[config.mk]
export PLATFORM = sky130hd
export DESIGN_NAME = seg_scan_ctrl
export DESIGN_NICKNAME = d
export VERILOG_FILES = /design/src/rtl/seg_scan_ctrl.sv
export SDC_FILE = /design/constraint.sdc
export NUM_CORES = 1
export LEC_CHECK = 0
export CORE_MARGIN = 2
export CORE_UTILIZATION = 45
export CTS_BUF_LIST = sky130_fd_sc_hd__clkbuf_2
export DETAILED_ROUTE_END_ITERATION = 8
export DONT_BUFFER_PORTS = 1
export SLEW_MARGIN = 20
export SYNTH_ARGS = -nofsm -noshare
export SYNTH_HDL_FRONTEND = slang
export SYNTH_SLANG_ARGS = --single-unit
[constraint.sdc]
create_clock -name CLK -period 6.2 [get_ports CLK]
set_input_delay 1.24 -clock CLK [delete_from_list [all_inputs] [get_ports CLK]]
set_output_delay 1.24 -clock CLK [all_outputs]
set_load 0.005 [all_outputs]
[src/rtl/seg_scan_ctrl.sv]
// Seven-segment scan controller: walks a 3-bit digit index through the enabled
// digits, showing each code for DIV cycles with an optional BLANK-cycle dark gap.
module seg_scan_ctrl #(
  parameter int unsigned DIV   = 1000,
  parameter int unsigned BLANK = 2,
  parameter int unsigned CW    = 16
) (
  input  logic        CLK,
  input  logic        RST,
  input  logic        EN,
  input  logic [7:0]  DIG_EN,
  input  logic [31:0] DATA,
  output logic [2:0]  SEL,
  output logic [7:0]  SEL_OH,
  output logic [3:0]  SEG_DATA,
  output logic        SEG_VALID,
  output logic        FRAME
);

  typedef enum logic [1:0] {IDLE, SHOW, GAP} state_e;

  localparam bit          HAS_GAP    = (BLANK != 0);
  localparam logic [CW-1:0] DIV_LAST   = CW'(DIV - 1);
  localparam logic [CW-1:0] BLANK_LAST = CW'((BLANK > 0) ? (BLANK - 1) : 0);

  state_e        state_q, state_d;
  logic [CW-1:0] cnt_q, cnt_d;
  logic [2:0]    sel_q, sel_d;
  logic [7:0]    sel_oh_q, sel_oh_d;
  logic [3:0]    seg_data_q, seg_data_d;
  logic          seg_valid_q, seg_valid_d;
  logic          frame_q, frame_d;

  logic          load_c;
  logic          wrap_c;
  logic          hi_found_c;
  logic [2:0]    hi_idx_c;
  logic [2:0]    lo_idx_c;

  // Lowest enabled index above the current one, and lowest enabled overall.
  always_comb begin
    hi_found_c = 1'b0;
    hi_idx_c   = 3'd0;
    lo_idx_c   = 3'd0;
    for (int i = 7; i >= 0; i--) begin
      if (DIG_EN[i]) begin
        lo_idx_c = 3'(i);
        if (3'(i) > sel_q) begin
          hi_found_c = 1'b1;
          hi_idx_c   = 3'(i);
        end
      end
    end
  end

  // State and output registers.
  always_ff @(posedge CLK or posedge RST) begin
    if (RST) begin
      state_q     <= IDLE;
      cnt_q       <= '0;
      sel_q       <= 3'd0;
      sel_oh_q    <= 8'h00;
      seg_data_q  <= 4'h0;
      seg_valid_q <= 1'b0;
      frame_q     <= 1'b0;
    end else begin
      state_q     <= state_d;
      cnt_q       <= cnt_d;
      sel_q       <= sel_d;
      sel_oh_q    <= sel_oh_d;
      seg_data_q  <= seg_data_d;
      seg_valid_q <= seg_valid_d;
      frame_q     <= frame_d;
    end
  end

  // Next-state: dwell/gap counting and digit selection.
  always_comb begin
    state_d = state_q;
    cnt_d   = cnt_q;
    sel_d   = sel_q;
    load_c  = 1'b0;
    wrap_c  = 1'b0;
    case (state_q)
      IDLE: begin
        cnt_d = '0;
        if (EN && (DIG_EN != 8'h00)) begin
          state_d = SHOW;
          sel_d   = lo_idx_c;
          load_c  = 1'b1;
          wrap_c  = 1'b1;
        end
      end
      SHOW, GAP: begin
        if (!EN) begin
          state_d = IDLE;
          cnt_d   = '0;
        end else if ((state_q == SHOW) && (cnt_q == DIV_LAST) && HAS_GAP) begin
          state_d = GAP;
          cnt_d   = '0;
        end else if (((state_q == SHOW) && (cnt_q == DIV_LAST)) ||
                     ((state_q == GAP) && (cnt_q == BLANK_LAST))) begin
          cnt_d = '0;
          if (DIG_EN != 8'h00) begin
            state_d = SHOW;
            sel_d   = hi_found_c ? hi_idx_c : lo_idx_c;
            load_c  = 1'b1;
            wrap_c  = !hi_found_c;
          end else begin
            state_d = IDLE;
          end
        end else begin
          cnt_d = cnt_q + CW'(1);
        end
      end
      default: begin
        state_d = IDLE;
        cnt_d   = '0;
      end
    endcase
  end

  // Output decode; the digit code is captured only when a digit is loaded.
  always_comb begin
    sel_oh_d    = 8'h00;
    seg_valid_d = 1'b0;
    frame_d     = 1'b0;
    seg_data_d  = seg_data_q;
    if (state_d == SHOW) begin
      sel_oh_d    = 8'h01 << sel_d;
      seg_valid_d = 1'b1;
    end
    if (load_c) begin
      seg_data_d = DATA[{sel_d, 2'b00} +: 4];
      frame_d    = wrap_c;
    end
  end

  assign SEL       = sel_q;
  assign SEL_OH    = sel_oh_q;
  assign SEG_DATA  = seg_data_q;
  assign SEG_VALID = seg_valid_q;
  assign FRAME     = frame_q;

endmodule

==> qor.txt <==
Worst skew pair latency = 370 ps
# nets final = 302
Hold Fails Final Rpt = 0
Die W = 75.76 um
Largest family of logic cells by synthesized area = simple AND/OR/NAND/NOR gates
Worst slew pin tran = 963.0 ps
Register-to-Register Path Depth = 8
Sequential area share after synthesis = 37.80%
DR vias/cell = 5.556
Hold-fix buffers at CTS = 0
Ys Warns = 0
R2r endpoint = SEG_DATA[0]
Post-CTS Setup Bufs = 0
WL final = 4.942 mm
CP Max Fanout = 17
Post_cts resized = 0
# rows = 26
First-pass GRT wire length = 8.259 mm
Wire length per cell = 15.25 um
XOR/XNOR Fraction of Synth Area = 5.292%
Share of cells above drive strength 1 = 8.268%
Worst Path Class, Setup = in2reg
Post-route insts no fill = 324
Initial Util = 45.96%
DR vias = 1800
Data required time of the critical path = 6460 ps
EDFF count, synth = 0
Antenna viol nets, final = 0
Synth top area cells = dfrtp_1, nor2_1, mux2i_1, ha_1, nand2_1
Hold Crit Class = reg2reg
Fraction of the mapped netlist area in adder cells = 3.240%
Util after Layout = 47.34%
Hold EP = cnt_q[0]
Startpoint of the worst hold path = cnt_q[0]
Final setup violation count = 0
Drt drc = 0
Reg2reg setup slack = 2990 ps
Share of the synthesized area in the top cell type = 37.80%
Dpl cell area = 2350 um2
Chip Height = 75.76 um
Post-Place Cells = 316
Largest net degree at the start of global routing = 36
Synth Area in Compound Gates = 15.50%
Clock transition at path regs = 170 ps
Count leader, synth = nor2_1
Fmax = 284.4 MHz
Lkg Pwr = 1.007 nW
Number of max-cap violations = 0
Vias in the first global route = 1740
CP startpoint kind = primary input
Power per standard cell area = 302.6 nW/um2
#FFs+latches synth = 35
Cells after Synth = 255
Commonest cells post-synth = nor2_1, dfrtp_1, nand2_1
Fin Setup TNS = 0 ps
P&R area growth vs syn = 3.024%
Clock Tree Buf Depth = 2
CTS tree = yes
CTS H-tree lvls = 2
Final HPWL DP = 3.781 mm
Post-synthesis simple-gate area fraction = 24.24%
CTS Buf Count = 5
Boundary Pins = 60
Status = finished clean
Number of diodes = 0
RD Place Congestion = 0.8846
Element type at the critical path end = register
Tmin final = 3517 ps
Area of the mapped netlist = 2317 um2
Slew margin rel. = 35.42%
Crit path DAT = 3780 ps
Initial antenna violation count = 0
Worst clock skew = 17.12 ps
Unrepaired setup endpoints after global routing = no
Fillers = 501
Synth unique cells = 56
Period utilisation layout = 56.72%
Iteration-0 DRC count of the detailed router = 94
DP Worst Slack = 2266 ps
Clk sinks = 35
CTS root buffer = clkbuf_2
CORE AREA = 5042 um2
Grt total ovfl = 0
Die ar. = 5740 um2
Worst VDD drop = 0.1755 mV
PnR worst setup slack = 2683 ps
Async set-reset flop share out of synthesis = 100.0%
Synth Net Count = 304
Fin. max-slew vios = 0
Post-synth top flop = dfrtp_1
Worst reg2reg path startpoint = state_q[0]
Yosys top cell by area = dfrtp_1
Global-route usage over all layers = 18.78%
DRT Pass-1 Iters = 4
Mux cell area share after synthesis = 8.531%
Hold Path Stages = 1
Syn Area/Cell = 9.087 um2
Final instance area = 2387 um2
I/O Buffers = 0
==> worst max-delay path by stage <==
| stage | start | to | slack [ps] | cells past startpoint |
|---|---|---|---|---|
| after global routing | DIG_EN[0] | SEG_DATA[0] | 2470 | 9 |
| after floorplan | DIG_EN[5] | SEG_DATA[0] | 2550 | 11 |
| after detailed placement | DIG_EN[0] | SEG_DATA[3] | 2270 | 9 |
| after CTS | DIG_EN[0] | SEG_DATA[3] | 2690 | 9 |
| final | DIG_EN[0] | SEG_DATA[3] | 2680 | 9 |
| after global placement | DIG_EN[0] | SEG_DATA[3] | 2310 | 9 |
==> cell families after synthesis <==
group,Yosys count
mux,16
simple gates,111
fa+ha+maj,6
buf+inv,24
compound gates,49
flops,35
xor+xnor,14
==> worst max-delay path, cell delays in order <==
cell and delay [ps]:
nor4_1 790, a21oi_1 250, nand3b_1 180, a2bb2oi_2 230, and2_4 220, clkinv_4 150, a2111oi_0 480, a41o_1 160
o31ai_1 70
==> through the flow <==
stage	hold WS [ps]	total power, W
3_3_place_gp	506.7	0.0006292
6_report	525.3	0.0007225
5_1_grt	567.9	0.0007846
2_1_floorplan	472.6	0.0005743
4_1_cts	529.3	0.0007336
3_5_place_dp	507.6	0.0006307
==> power breakdown <==
part	switching, W	internal [W]
Combinational	0.000169	0.000133
Sequential	0.0000512	0.000269
Clock	0.0000735	0.0000272
==> cells in the final DEF, fill, tap and decap left out, types with 2 or more instances in the layout <==
cell type  instances
nand4_1            4
nand2_1           19
nor4_1             6
clkinv_1           2
nand2b_1           7
o31ai_1            3
inv_1             13
nor2b_1            3
a22oi_1            2
clkbuf_2           6
xnor2_1            6
nor4bb_1           2
a21oi_1           13
dfrtp_1           35
and3_1             6
mux2i_1           13
or2_2              3
a41o_1             2
and2_1             2
nor2_1            36
a21boi_0           3
mux4_2             3
nor3_1             5
nand3_1            9
a221oi_1           2
o21ai_0            5
o21ai_1            3
nor3b_1            2
ha_1               6
xor2_1             8
==> registers in the layout, indices dropped and copies added, names as in the netlist <==
name / flops
SEL: 3
SEG_DATA: 4
FRAME: 1
SEL_OH: 8
state_q: 2
SEG_VALID: 1
cnt_q: 16
==> final cells by class <==
type                    instances  area (um2)  area share, %
clock buffers                   6       30.03          1.258
clock inverters                 2       7.507         0.3145
inverters                      14       57.56          2.411
multi-input cells             196        1321          55.35
flip-flops and latches         35       875.8          36.69
well taps                      70       87.58          3.669
repair buffers                  1       7.507         0.3145
==> layer usage <==
layer  share of wire [%]  GRT usage, %
met4                0.81         4.678
met2                  47         30.08
met1                  46         24.94
met5                   0             0
met3                 5.3         5.556
Power figures use the tool's default switching activity.
